File: src/rtl/mmio_pkg.sv
// Shared constants for the MMIO port responder: register offsets, STATUS bit
// positions and a helper that packs the STATUS word.
package mmio_pkg;

    localparam logic [1:0] OFF_OUT_DATA = 2'd0;
    localparam logic [1:0] OFF_STATUS   = 2'd1;
    localparam logic [1:0] OFF_IN_DATA  = 2'd2;
    localparam logic [1:0] OFF_CYCLES   = 2'd3;

    localparam int ST_FULL      = 0;
    localparam int ST_EMPTY     = 1;
    localparam int ST_OVF       = 2;
    localparam int ST_LEVEL_LSB = 8;

    function automatic logic [31:0] status_word(input logic       full,
                                                input logic       empty,
                                                input logic       ovf,
                                                input logic [7:0] level);
        logic [31:0] w;
        w                      = '0;
        w[ST_FULL]             = full;
        w[ST_EMPTY]            = empty;
        w[ST_OVF]              = ovf;
        w[ST_LEVEL_LSB +: 8]   = level;
        return w;
    endfunction

endpackage

File: src/rtl/mmio_port_responder_if.sv
// Data-memory bus plus output byte stream seen by the MMIO port responder.
// The responder uses the slave modport; the core/consumer side uses master.
interface mmio_port_responder_if;
    logic        Mem_Write_i;
    logic        Mem_Read_i;
    logic [31:0] Address_i;
    logic [31:0] Write_Data_i;
    logic [31:0] Read_Data_o;
    logic        Hit_o;
    logic [7:0]  Out_Data_o;
    logic        Out_Valid_o;
    logic        Out_Ready_i;

    modport slave (
        input  Mem_Write_i, Mem_Read_i, Address_i, Write_Data_i, Out_Ready_i,
        output Read_Data_o, Hit_o, Out_Data_o, Out_Valid_o
    );

    modport master (
        output Mem_Write_i, Mem_Read_i, Address_i, Write_Data_i, Out_Ready_i,
        input  Read_Data_o, Hit_o, Out_Data_o, Out_Valid_o
    );
endinterface

File: src/rtl/mmio_sync_fifo.sv
// Single-clock FIFO with occupancy count. Pushes while full and pops while
// empty are ignored; the head reads as zero whenever the FIFO is empty.
module mmio_sync_fifo #(
    parameter  int WIDTH = 8,
    parameter  int DEPTH = 8,
    localparam int AW    = $clog2(DEPTH),
    localparam int LW    = AW + 1
) (
    input  logic             clk,
    input  logic             rst_n,
    input  logic             push_i,
    input  logic [WIDTH-1:0] wdata_i,
    input  logic             pop_i,
    output logic [WIDTH-1:0] rdata_o,
    output logic             full_o,
    output logic             empty_o,
    output logic [LW-1:0]    level_o
);

    logic [WIDTH-1:0] mem_q [DEPTH];
    logic [AW-1:0]    wr_ptr_q, wr_ptr_d;
    logic [AW-1:0]    rd_ptr_q, rd_ptr_d;
    logic [LW-1:0]    level_q, level_d;
    logic             do_push, do_pop;

    assign full_o  = (level_q == LW'(DEPTH));
    assign empty_o = (level_q == '0);
    assign level_o = level_q;
    // Full/empty are judged on the pre-edge level, so a push into a full FIFO
    // is dropped even when a pop frees a slot in the same cycle.
    assign do_push = push_i & ~full_o;
    assign do_pop  = pop_i & ~empty_o;
    assign rdata_o = empty_o ? '0 : mem_q[rd_ptr_q];

    always_comb begin
        wr_ptr_d = wr_ptr_q;
        rd_ptr_d = rd_ptr_q;
        level_d  = level_q;
        if (do_push) wr_ptr_d = wr_ptr_q + 1'b1;
        if (do_pop)  rd_ptr_d = rd_ptr_q + 1'b1;
        case ({do_push, do_pop})
            2'b10:   level_d = level_q + 1'b1;
            2'b01:   level_d = level_q - 1'b1;
            default: level_d = level_q;
        endcase
    end

    always_ff @(posedge clk or negedge rst_n) begin
        if (!rst_n) begin
            wr_ptr_q <= '0;
            rd_ptr_q <= '0;
            level_q  <= '0;
        end else begin
            wr_ptr_q <= wr_ptr_d;
            rd_ptr_q <= rd_ptr_d;
            level_q  <= level_d;
        end
    end

    always_ff @(posedge clk) begin
        if (do_push) mem_q[wr_ptr_q] <= wdata_i;
    end

endmodule

File: src/rtl/mmio_port_responder.sv
// MMIO responder in a 16-byte window on the data-memory bus: output byte FIFO,
// status, synchronized input port and (with MMIO_CYCLE_COUNTER_EN) a cycle counter.
module mmio_port_responder
    import mmio_pkg::*;
#(
    parameter logic [31:0] BASE_ADDR  = 32'h1001_0000,
    parameter int          FIFO_DEPTH = 8,
    parameter int          IN_WIDTH   = 8
) (
    input  logic                clk,
    input  logic                reset,
    mmio_port_responder_if.slave bus,
    input  logic [IN_WIDTH-1:0] Gpio_In_i
);

    localparam int          LW       = $clog2(FIFO_DEPTH) + 1;
    localparam logic [27:0] BASE_TAG = BASE_ADDR[31:4];

    logic          hit, wr_en;
    logic [1:0]    off;
    logic          push, pop, ovf_clr;
    logic          fifo_full, fifo_empty;
    logic [LW-1:0] fifo_level;
    logic [7:0]    fifo_head;
    logic          ovf_q, ovf_d;
    logic [IN_WIDTH-1:0] sync1_q, sync2_q;
    logic [31:0]   cyc_rd;
    logic [31:0]   rdata;
    logic          unused_bits;

    assign hit     = (bus.Address_i[31:4] == BASE_TAG) & (bus.Mem_Read_i | bus.Mem_Write_i);
    assign off     = bus.Address_i[3:2];
    assign wr_en   = hit & bus.Mem_Write_i;
    assign push    = wr_en & (off == OFF_OUT_DATA);
    assign ovf_clr = wr_en & (off == OFF_STATUS) & bus.Write_Data_i[ST_OVF];
    assign pop     = ~fifo_empty & bus.Out_Ready_i;

    assign unused_bits = ^{bus.Address_i[1:0], bus.Write_Data_i[31:8]};

    mmio_sync_fifo #(
        .WIDTH (8),
        .DEPTH (FIFO_DEPTH)
    ) u_fifo (
        .clk     (clk),
        .rst_n   (reset),
        .push_i  (push),
        .wdata_i (bus.Write_Data_i[7:0]),
        .pop_i   (pop),
        .rdata_o (fifo_head),
        .full_o  (fifo_full),
        .empty_o (fifo_empty),
        .level_o (fifo_level)
    );

    assign bus.Out_Data_o  = fifo_head;
    assign bus.Out_Valid_o = ~fifo_empty;

    // A dropped push in the same cycle as a clear leaves the flag set.
    always_comb begin
        ovf_d = ovf_q;
        if (ovf_clr)           ovf_d = 1'b0;
        if (push && fifo_full) ovf_d = 1'b1;
    end

    always_ff @(posedge clk or negedge reset) begin
        if (!reset) begin
            ovf_q   <= 1'b0;
            sync1_q <= '0;
            sync2_q <= '0;
        end else begin
            ovf_q   <= ovf_d;
            sync1_q <= Gpio_In_i;
            sync2_q <= sync1_q;
        end
    end

`ifdef MMIO_CYCLE_COUNTER_EN
    logic [31:0] cyc_q;

    always_ff @(posedge clk or negedge reset) begin
        if (!reset) cyc_q <= '0;
        else        cyc_q <= cyc_q + 32'd1;
    end

    assign cyc_rd = cyc_q;
`else
    assign cyc_rd = '0;
`endif

    always_comb begin
        rdata = '0;
        if (hit) begin
            case (off)
                OFF_STATUS:  rdata = status_word(fifo_full, fifo_empty, ovf_q, 8'(fifo_level));
                OFF_IN_DATA: rdata = 32'(sync2_q);
                OFF_CYCLES:  rdata = cyc_rd;
                default:     rdata = '0;
            endcase
        end
    end

    assign bus.Read_Data_o = rdata;
    assign bus.Hit_o       = hit;

endmodule
File: src/flat_wrapper.sv
// flat-port wrapper written by rule: the top's interface ports become plain ports
module mmio_port_responder_flat import mmio_pkg::*;
#(
    parameter logic [31:0] BASE_ADDR  = 32'h1001_0000,
    parameter int          FIFO_DEPTH = 8,
    parameter int          IN_WIDTH   = 8
)
  (clk, reset, Gpio_In_i, bus_Mem_Write_i, bus_Mem_Read_i, bus_Address_i, bus_Write_Data_i, bus_Out_Ready_i, bus_Read_Data_o, bus_Hit_o, bus_Out_Data_o, bus_Out_Valid_o);
  mmio_port_responder_if bus_i ();
  input  logic clk;
  input  logic reset;
  input  logic [IN_WIDTH-1:0] Gpio_In_i;
  input wire logic [$bits(bus_i.Mem_Write_i)-1:0] bus_Mem_Write_i;
  input wire logic [$bits(bus_i.Mem_Read_i)-1:0] bus_Mem_Read_i;
  input wire logic [$bits(bus_i.Address_i)-1:0] bus_Address_i;
  input wire logic [$bits(bus_i.Write_Data_i)-1:0] bus_Write_Data_i;
  input wire logic [$bits(bus_i.Out_Ready_i)-1:0] bus_Out_Ready_i;
  output wire logic [$bits(bus_i.Read_Data_o)-1:0] bus_Read_Data_o;
  output wire logic [$bits(bus_i.Hit_o)-1:0] bus_Hit_o;
  output wire logic [$bits(bus_i.Out_Data_o)-1:0] bus_Out_Data_o;
  output wire logic [$bits(bus_i.Out_Valid_o)-1:0] bus_Out_Valid_o;
  assign bus_i.Mem_Write_i = bus_Mem_Write_i;
  assign bus_i.Mem_Read_i = bus_Mem_Read_i;
  assign bus_i.Address_i = bus_Address_i;
  assign bus_i.Write_Data_i = bus_Write_Data_i;
  assign bus_i.Out_Ready_i = bus_Out_Ready_i;
  assign bus_Read_Data_o = bus_i.Read_Data_o;
  assign bus_Hit_o = bus_i.Hit_o;
  assign bus_Out_Data_o = bus_i.Out_Data_o;
  assign bus_Out_Valid_o = bus_i.Out_Valid_o;
  mmio_port_responder #(.BASE_ADDR(BASE_ADDR), .FIFO_DEPTH(FIFO_DEPTH), .IN_WIDTH(IN_WIDTH)) u_core (.clk(clk), .reset(reset), .bus(bus_i), .Gpio_In_i(Gpio_In_i));
endmodule
File: config.mk
export PLATFORM = sky130hd
export DESIGN_NAME = mmio_port_responder_flat
export DESIGN_NICKNAME = d
export VERILOG_FILES = /design/src/rtl/mmio_pkg.sv /design/src/rtl/mmio_port_responder_if.sv /design/src/rtl/mmio_sync_fifo.sv /design/src/rtl/mmio_port_responder.sv /design/src/flat_wrapper.sv
export SDC_FILE = /design/constraint.sdc
export NUM_CORES = 1
export LEC_CHECK = 0
export BUFFER_PORTS_ARGS = -buffer_cell sky130_fd_sc_hd__buf_2
export CORE_UTILIZATION = 35
export CTS_BUF_LIST = sky130_fd_sc_hd__clkbuf_8
export CTS_CLUSTER_DIAMETER = 80
export CTS_CLUSTER_SIZE = 28
export DETAILED_ROUTE_END_ITERATION = 12
export GPL_TIMING_DRIVEN = 0
export PLACE_DENSITY = 0.62
export SYNTH_ARGS = -nofsm -noshare
export SYNTH_HDL_FRONTEND = slang
export SYNTH_SLANG_ARGS = --single-unit
File: constraint.sdc
create_clock -name clk -period 3.65 [get_ports clk]
set_input_delay 0.9125 -clock clk [delete_from_list [all_inputs] [get_ports clk]]
set_output_delay 0.9125 -clock clk [all_outputs]
set_load 0.02 [all_outputs]
== Yosys cells after proc, flatten, opt, wreduce, memory -nomap -nowiden ==
Memory sizes are Yosys's and may differ from the RTL's.
Cells that the tools add are included.
Word-level totals
  register bits: 27
  memories kept: 1
  memory bits (writable): 64
Memory list
  u_core.u_fifo.mem_q: depth 8, width 8, read ports 1, clocked after memory_dff 0, write ports 1, line mmio_sync_fifo.sv:20  | logic [WIDTH-1:0] mem_q [DEPTH];
Operators by class
  muxes and demuxes: 8
  equal/unequal tests: 6
  bitwise logic cells: 11
  reductions and logical operators: 5
  add/sub/neg operators: 4
Operators by type and width (number)
  32-bit two-way mux: 1
  28-bit by 25-bit equality test with 1-bit output, second input constant: 1
  12-bit case mux with 2 select lines: 1
  1-bit bitwise AND: 8
  8-bit two-way mux: 1
  4-bit case mux with 2 select lines: 1
  3-bit by 1-bit adder with 3-bit output, second input constant: 2
  4-bit by 1-bit adder with 4-bit output, second input constant: 1
  2-bit by 1-bit equality test with 1-bit output, second input constant: 2
  2-bit equality test, second input constant: 2
  4-bit equality test, second input constant: 1
  4-bit logical NOT: 1
  1-bit two-way mux: 4
  2-bit nonzero test: 2
  4-bit by 1-bit subtractor with 4-bit output, second input constant: 1
  2-bit logical NOT: 1
  1-bit inverter: 2
  1-bit logical AND: 1
  1-bit bitwise OR: 1

== Depth between registers and ports, before layout ==
Gate-level depths: netlist (run 1).
  depth in word-level cells: 7
  depth in mapped cells: 12
  gate-level depth less buffers: 12

== Hierarchy ==
A second synthesis (run 1) with hierarchy kept.
Second synthesis, totals
  cell total of the unflattened synthesis: 239
  area total of the unflattened synthesis: 3931.3 um2
Modules (own cells, without submodules)
  mmio_sync_fifo: area an instance 3045.4 um2, cells each 163, times used 1
  mmio_port_responder: area an instance 885.8 um2, cells each 76, times used 1

== Worst setup path after synthesis (run 1) ==
Ideal clock, no wire load.
  path kind: input to output
  start: input port bus_Address_i[14]
  end: output port bus_Read_Data_o[7]
  data required time: 2.738 ns
  stages on the path: 5
  buffers on the path: 1
  path slack: 0.548 ns
  arrival time: 2.190 ns
  cell sequence: nor4b_1 o2111ai_1 nor2_1 buf_2 and4_1
Between the ends
  longest elaborated chain between the ends: 3
RTL lines
  from (decl): line flat_wrapper.sv:15  | input wire logic [$bits(bus_i.Address_i)-1:0] bus_Address_i;
  28-bit by 25-bit equality test with 1-bit output: line mmio_port_responder.sv:31  | assign hit = (bus.Address_i[31:4] == BASE_TAG) & (bus.Mem_Read_i | bus.Mem_Write_i);
  1-bit bitwise AND: line mmio_port_responder.sv:31
  named net bus_Hit_o: line flat_wrapper.sv:19  | output wire logic [$bits(bus_i.Hit_o)-1:0] bus_Hit_o;
  32-bit two-way mux: line mmio_port_responder.sv:92  | if (hit) begin
  to (decl): line flat_wrapper.sv:18  | output wire logic [$bits(bus_i.Read_Data_o)-1:0] bus_Read_Data_o;
The timed path passes the listed nets, and every way through them passes these cells.

== Final worst setup path (run 1) ==
  start: input port bus_Address_i[14]
  end: output port bus_Read_Data_o[7]
Between the ends
  longest elaborated chain between the ends: 3
RTL lines (line)
  28-bit by 25-bit equality test with 1-bit output: mmio_port_responder.sv:31
  1-bit bitwise AND: mmio_port_responder.sv:31
  32-bit two-way mux: mmio_port_responder.sv:92
No other way between the ends.

==> impl_metrics.ini, run 1 <==
[timing]
max_freq_mhz = 292
skew_ns = 0.0106
hold_viol = 0
slew_headroom = 0.394
rsz0062_at_grt = no
final-max-slew-violation-count = 0
setup_viol = 0
layout_min_cycle_time_ns = 3.43
post-route-period-util = 0.938
worst_pin_slew_ns = 0.902
setup_tns_ns = 0

[power_and_ir_drop]
switching_power_uw = 380
internal-power_uw = 1530
switching_share = 0.199
p_per_area_mw_per_mm2 = 405
p_leak_uw = 0.00198
peakVddDrop_uv = 200
combPwrFrac = 0.045
power_frac_clock = 0.370
power_frac_seq = 0.584

[clocking]
cts_setup_buffers = 0
cts_tree = done
clkTransAtPathRegs_ns = 0.08
cts_hold_buffers = 0
cts-resized-gates = 0
clock_path_buffers = 2
cts.htree.levels = 3
root_buffer = clkbuf_8
cts_inserted_buffers = 9
cts.sinks = 91
clock_latency_ns = 0.35

[routing]
vias = 2215
drtIter0Drc = 115
viasPerCell = 4.60
ant_nets = 0
routedWlPerCell_um = 14.8
wirelength_mm = 7.16
drt-pass1-iter-count = 4
drcViolationCount = 0

[yosys]
ys_warn_count = 0
synth_edf_count = 64
post_synth.cell_area_avg_um2 = 16.6
syn_area_mm2 = 0.00391
ys.flop_type = edfxtp_1
yosysMostFrequentCell = edfxtp_1
yosys.area.top_type = edfxtp_1
ys_top_cells_by_area = edfxtp_1 49%, dfrtp_1 17%, mux4_2 9.2%
ys_types = 40
synth.top_cells.by_count = 64 x edfxtp_1, 27 x dfrtp_1, 20 x buf_4
async_flop_share = 0.297
yosys_register_bits = 91
synthCells = 236
ys_seq_area_frac = 0.665
yosysTopAreaCellShare = 0.492

[finish]
syn_to_final_growth_pct = 20.9
design_area_mm2 = 0.00472
final_core_util = 0.436
num-nets-final = 423
fillCellCount = 990
antenna_cells = 0
drive_gt1_frac = 0.395
fin_cells = 482

[global_routing]
grt_util_all_layers = 0.134
grt_pass1_wl_mm = 11.4
grtUsageMet3 = 0.0291
grt_pass1_vias = 2162
grt_max_degree = 28
use_met2 = 0.204
overflow = 0
use_met1 = 0.186
antenna_found_initial = 0
grt-busiest-layer = met2

[flow_run]
maxCapViolations = 0

[setup_path]
r2r_end = u_core.u_fifo.level_o[2]$_DFFE_PN0P_
worst-r2r-cell-count = 11
cp.required_ns = 2.74
reg2reg_slack_ns = 0.74
crit_fanout = 10
critPathArrivalTime_ns = 2.51
cp-end-kind = primary output
critPathKind = in -> out
r2r_start = u_core.u_fifo.level_o[2]$_DFFE_PN0P_
start_kind = primary input

[placed_design]
dp_hpwl_mm = 4.94
io_buffers = 72
dpl_cell_area_mm2 = 0.00451
dp_cells = 467
place_congestion = 0.705

[floorplan]
core_mm2 = 0.0108
io_pins = 119
rows = 38
dieArea_mm2 = 0.0116
start_util = 0.360
fp.dieW_um = 108
die_h_um = 108

[outcome]
outcome = finished clean

[worst_hold_path]
whs_path_depth = 0
min-delay-start = u_core.sync1_q[2]$_DFF_PN0_
hold_path_class = reg -> reg
hold_end = u_core.sync2_q[2]$_DFF_PN0_
==> cells by family (layout without fill, tap and decap cells) <==
family / after synthesis / count (layout) / share of synthesized area
and+or+nand+nor: 58 / 58 / 0.0942
other: 1 / 20 / 0.000960
adders and majority gates: 8 / 8 / 0.0256
muxes: 27 / 27 / 0.122
DFF: 91 / 91 / 0.665
xor gates and xnor gates: 9 / 9 / 0.0202
buffers and inverters: 33 / 120 / 0.0541
AOI/OAI and AO/OA: 9 / 9 / 0.0176
==> routing by layer <==
metal / wire length [um] / vias up
met3: 272 / 12
met2: 3490 / 67
met1: 3260 / 1072
met4: 125 / 0
met5: 0 / -
li1: - / 1064
==> stage by stage <==
stage | total power [uW] | hold slack, ns | setup WS (ns)
5_1_grt | 1980 | 0.352 | 0.0266
4_1_cts | 1930 | 0.353 | 0.0874
3_3_place_gp | 1220 | 0.333 | 0.199
3_5_place_dp | 1230 | 0.336 | 0.151
2_1_floorplan | 1180 | 0.331 | 0.548
6_report | 1910 | 0.349 | 0.225
==> worst max path at each step <==
stage	from	to	slack (ns)	cells past startpoint
final	bus_Address_i[14]	bus_Read_Data_o[7]	0.22	7
after CTS	u_core.u_fifo.rd_ptr_q[1]$_DFFE_PN0P_	bus_Out_Data_o[3]	0.09	6
after floorplan	bus_Address_i[14]	bus_Read_Data_o[7]	0.55	5
after global routing	bus_Address_i[26]	bus_Read_Data_o[8]	0.03	7
after global placement	bus_Address_i[26]	u_core.u_fifo.level_o[2]$_DFFE_PN0P_	0.20	12
after detailed placement	bus_Address_i[14]	u_core.u_fifo.level_o[2]$_DFFE_PN0P_	0.15	12
==> sequential cells by signal, summed over array words and instances, names as in the netlist <==
| name | cells |
|---|---|
| u_core.u_fifo.rd_ptr_q | 3 |
| u_core.u_fifo.mem_q | 64 |
| u_core.sync2_q | 8 |
| u_core.u_fifo.wr_ptr_q | 3 |
| u_core.u_fifo.level_o | 4 |
| u_core.sync1_q | 8 |
| u_core.ovf_q | 1 |
==> layout make-up <==
| class | instances | area, um2 | share of cell area |
|---|---|---|---|
| Buffer | 28 | 194 | 0.0411 |
| Clock buffer | 9 | 124 | 0.0262 |
| Clock inverter | 6 | 83.8 | 0.0178 |
| Inverter | 5 | 18.8 | 0.00397 |
| Multi-Input combinational cell | 131 | 1170 | 0.247 |
| Sequential cell | 91 | 2600 | 0.550 |
| Tap cell | 140 | 175 | 0.0371 |
| Timing Repair Buffer | 72 | 360 | 0.0763 |
==> critical path, cell delays in order <==
cell and delay, ns:
buf_2 0.09, nor4b_1 0.33, o2111ai_1 0.30, nor2_1 0.28, buf_2 0.23, and4_1 0.20
buf_2 0.16
==> power by group through the flow <==
stage,clock network (uW),registers [uW],logic (uW)
2_1_floorplan,0,1140,43.5
3_3_place_gp,0,1140,84.8
3_5_place_dp,0,1140,87.1
4_1_cts,725,1120,87.3
5_1_grt,766,1120,96.9
6_report,708,1120,86.6
==> cells in the final DEF (no fill, tap or decap), types with 3 or more instances in the layout <==
cell type   n
a22o_1      3
and2_1      5
and3_1     11
and4_1      5
buf_2      76
buf_4      20
clkbuf_8    9
conb_1     20
dfrtp_1    27
edfxtp_1   64
ha_1        8
inv_1       6
mux2i_1     8
mux4_2     16
nand2_1     3
nor2_1     12
nor2b_1     3
nor4_1      7
xnor2_1     3
xor2_1      6
Power figures use the tool's default switching activity.
==> run 2, diff against run 1 <==
- CORE_MARGIN: unset -> 2
==> impl_metrics.ini, run 2 (synthesis gave the netlist of run 1 again) <==
[timing]
hold_viol = 0
setup_viol = 0
max_freq_mhz = 294
worst_pin_slew_ns = 0.815
post-route-period-util = 0.931
final-max-slew-violation-count = 0
slew_headroom = 0.452
layout_min_cycle_time_ns = 3.40
setup_tns_ns = 0
skew_ns = 0.00931
rsz0062_at_grt = no

[floorplan]
core_mm2 = 0.0109
rows = 38
dieArea_mm2 = 0.0120
start_util = 0.359
fp.dieW_um = 110
io_pins = 119
die_h_um = 110

[setup_path]
crit_fanout = 10
r2r_end = u_core.u_fifo.level_o[2]$_DFFE_PN0P_
cp.required_ns = 2.74
crit_top_cell = buf_2
cp_slowest_cell = nand4_1
critPathArrivalTime_ns = 2.48
start_kind = primary input
path_buf_inv = 3
critical_path.endpoint = bus_Read_Data_o[7]
worst-r2r-cell-count = 11
worst-path-stages = 7
reg2reg_slack_ns = 0.81
worstPathCellList = buf_2 -> nor4b_1 -> nand4_1 -> nor2_2 -> buf_2 -> and4_1 -> buf_2
r2r_start = u_core.u_fifo.level_o[2]$_DFFE_PN0P_
cp-end-kind = primary output
crit_family = simple AND/OR/NAND/NOR gates
cp_slowest_stage_delay_ns = 0.33
critical_path.startpoint = bus_Address_i[26]
critPathKind = in -> out

[finish]
syn_to_final_growth_pct = 20.0
regMostFlops = u_core.u_fifo.mem_q
num-nets-final = 423
largest_reg_flops = 64
antenna_cells = 0
mostFrequentLayoutCells = 76 x buf_2, 64 x edfxtp_1, 27 x dfrtp_1
fin_cells = 483
seqCellArea_mm2 = 0.00260
multi_input_area_mm2 = 0.00117
top_regs = u_core.u_fifo.mem_q: 64 flops, u_core.sync1_q: 8 flops, u_core.sync2_q: 8 flops
final_core_util = 0.430
design_area_mm2 = 0.00469
fillCellCount = 990
drive_gt1_frac = 0.402
layout_commonest_cell = buf_2

[clocking]
cts_tree = done
clock_path_buffers = 2
cts.sinks = 91
clkTransAtPathRegs_ns = 0.08
root_buffer = clkbuf_8
cts.htree.levels = 3
cts_setup_buffers = 0
cts_inserted_buffers = 9
clock_latency_ns = 0.35

[global_routing]
grt_max_degree = 28
grt_pass1_wl_mm = 11.6
overflow = 0
grt_util_all_layers = 0.132
grt_pass1_vias = 2161
antenna_found_initial = 0

[routing]
wirelength_mm = 7.46
drt-pass1-iter-count = 4
drcViolationCount = 0
routedWlPerCell_um = 15.4
viasPerCell = 4.65
drtIter0Drc = 108
vias = 2245
ant_nets = 0

[flow_run]
maxCapViolations = 0

[placed_design]
place_congestion = 0.715
dpl_cell_area_mm2 = 0.00451
io_buffers = 72
dp_cells = 467
dp_hpwl_mm = 5.21

[worst_hold_path]
hold_path_class = reg -> reg

[power_and_ir_drop]
peakVddDrop_uv = 162
p_leak_uw = 0.00195
p_per_area_mw_per_mm2 = 382
total_power_uw = 1790

[outcome]
outcome = finished clean
-- run 2: final cells by class --
cell class	instances	area share
flip-flops and latches	91	0.554
clock inverters	7	0.00961
plain buffers	28	0.0414
well taps	140	0.0374
clock buffers	9	0.0264
inverters	5	0.00401
repair buffers	72	0.0769
multi-input cells	131	0.250
-- run 2: worst min path at each step --
| stage | startpoint | to | cells past startpoint |
|---|---|---|---|
| 2_1_floorplan | u_core.sync1_q[0]$_DFF_PN0_ | u_core.sync2_q[0]$_DFF_PN0_ | 0 |
| 3_3_place_gp | u_core.sync1_q[3]$_DFF_PN0_ | u_core.sync2_q[3]$_DFF_PN0_ | 0 |
| 3_5_place_dp | u_core.sync1_q[5]$_DFF_PN0_ | u_core.sync2_q[5]$_DFF_PN0_ | 0 |
| 4_1_cts | u_core.sync1_q[5]$_DFF_PN0_ | u_core.sync2_q[5]$_DFF_PN0_ | 0 |
| 5_1_grt | u_core.sync1_q[6]$_DFF_PN0_ | u_core.sync2_q[6]$_DFF_PN0_ | 0 |
| 6_report | u_core.sync1_q[5]$_DFF_PN0_ | u_core.sync2_q[5]$_DFF_PN0_ | 0 |
-- run 2: repair_timing --
item / 4_1_cts / 5_1_grt
hold buffers: 0 / 0
endpoints found under the setup margin: 0 / 11
endpoints found under the hold margin: 0 / 0
gates resized for setup: 0 / 3
-- run 2: routing by layer --
| layer | global-route usage | wire, um | up-vias |
|---|---|---|---|
| li1 | - | - | 1066 |
| met1 | 0.177 | 3120 | 1098 |
| met2 | 0.216 | 3810 | 75 |
| met3 | 0.0237 | 427 | 6 |
| met4 | 0.0488 | 104 | 0 |
| met5 | 0 | 0 | - |
-- run 2: through the flow --
stage | worst slack, ns | hold WS [ns]
after global placement | 0.250 | 0.333
after detailed placement | 0.111 | 0.337
final | 0.253 | 0.353
after global routing | 0.0171 | 0.359
after CTS | 0.0818 | 0.356
after floorplan | 0.548 | 0.331
-- run 2: power breakdown --
| part | internal (uW) | total, uW | switching, uW |
|---|---|---|---|
| registers | 1110 | 1120 | 2.32 |
| logic | 38.1 | 86.9 | 48.8 |
| clock network | 243 | 585 | 342 |
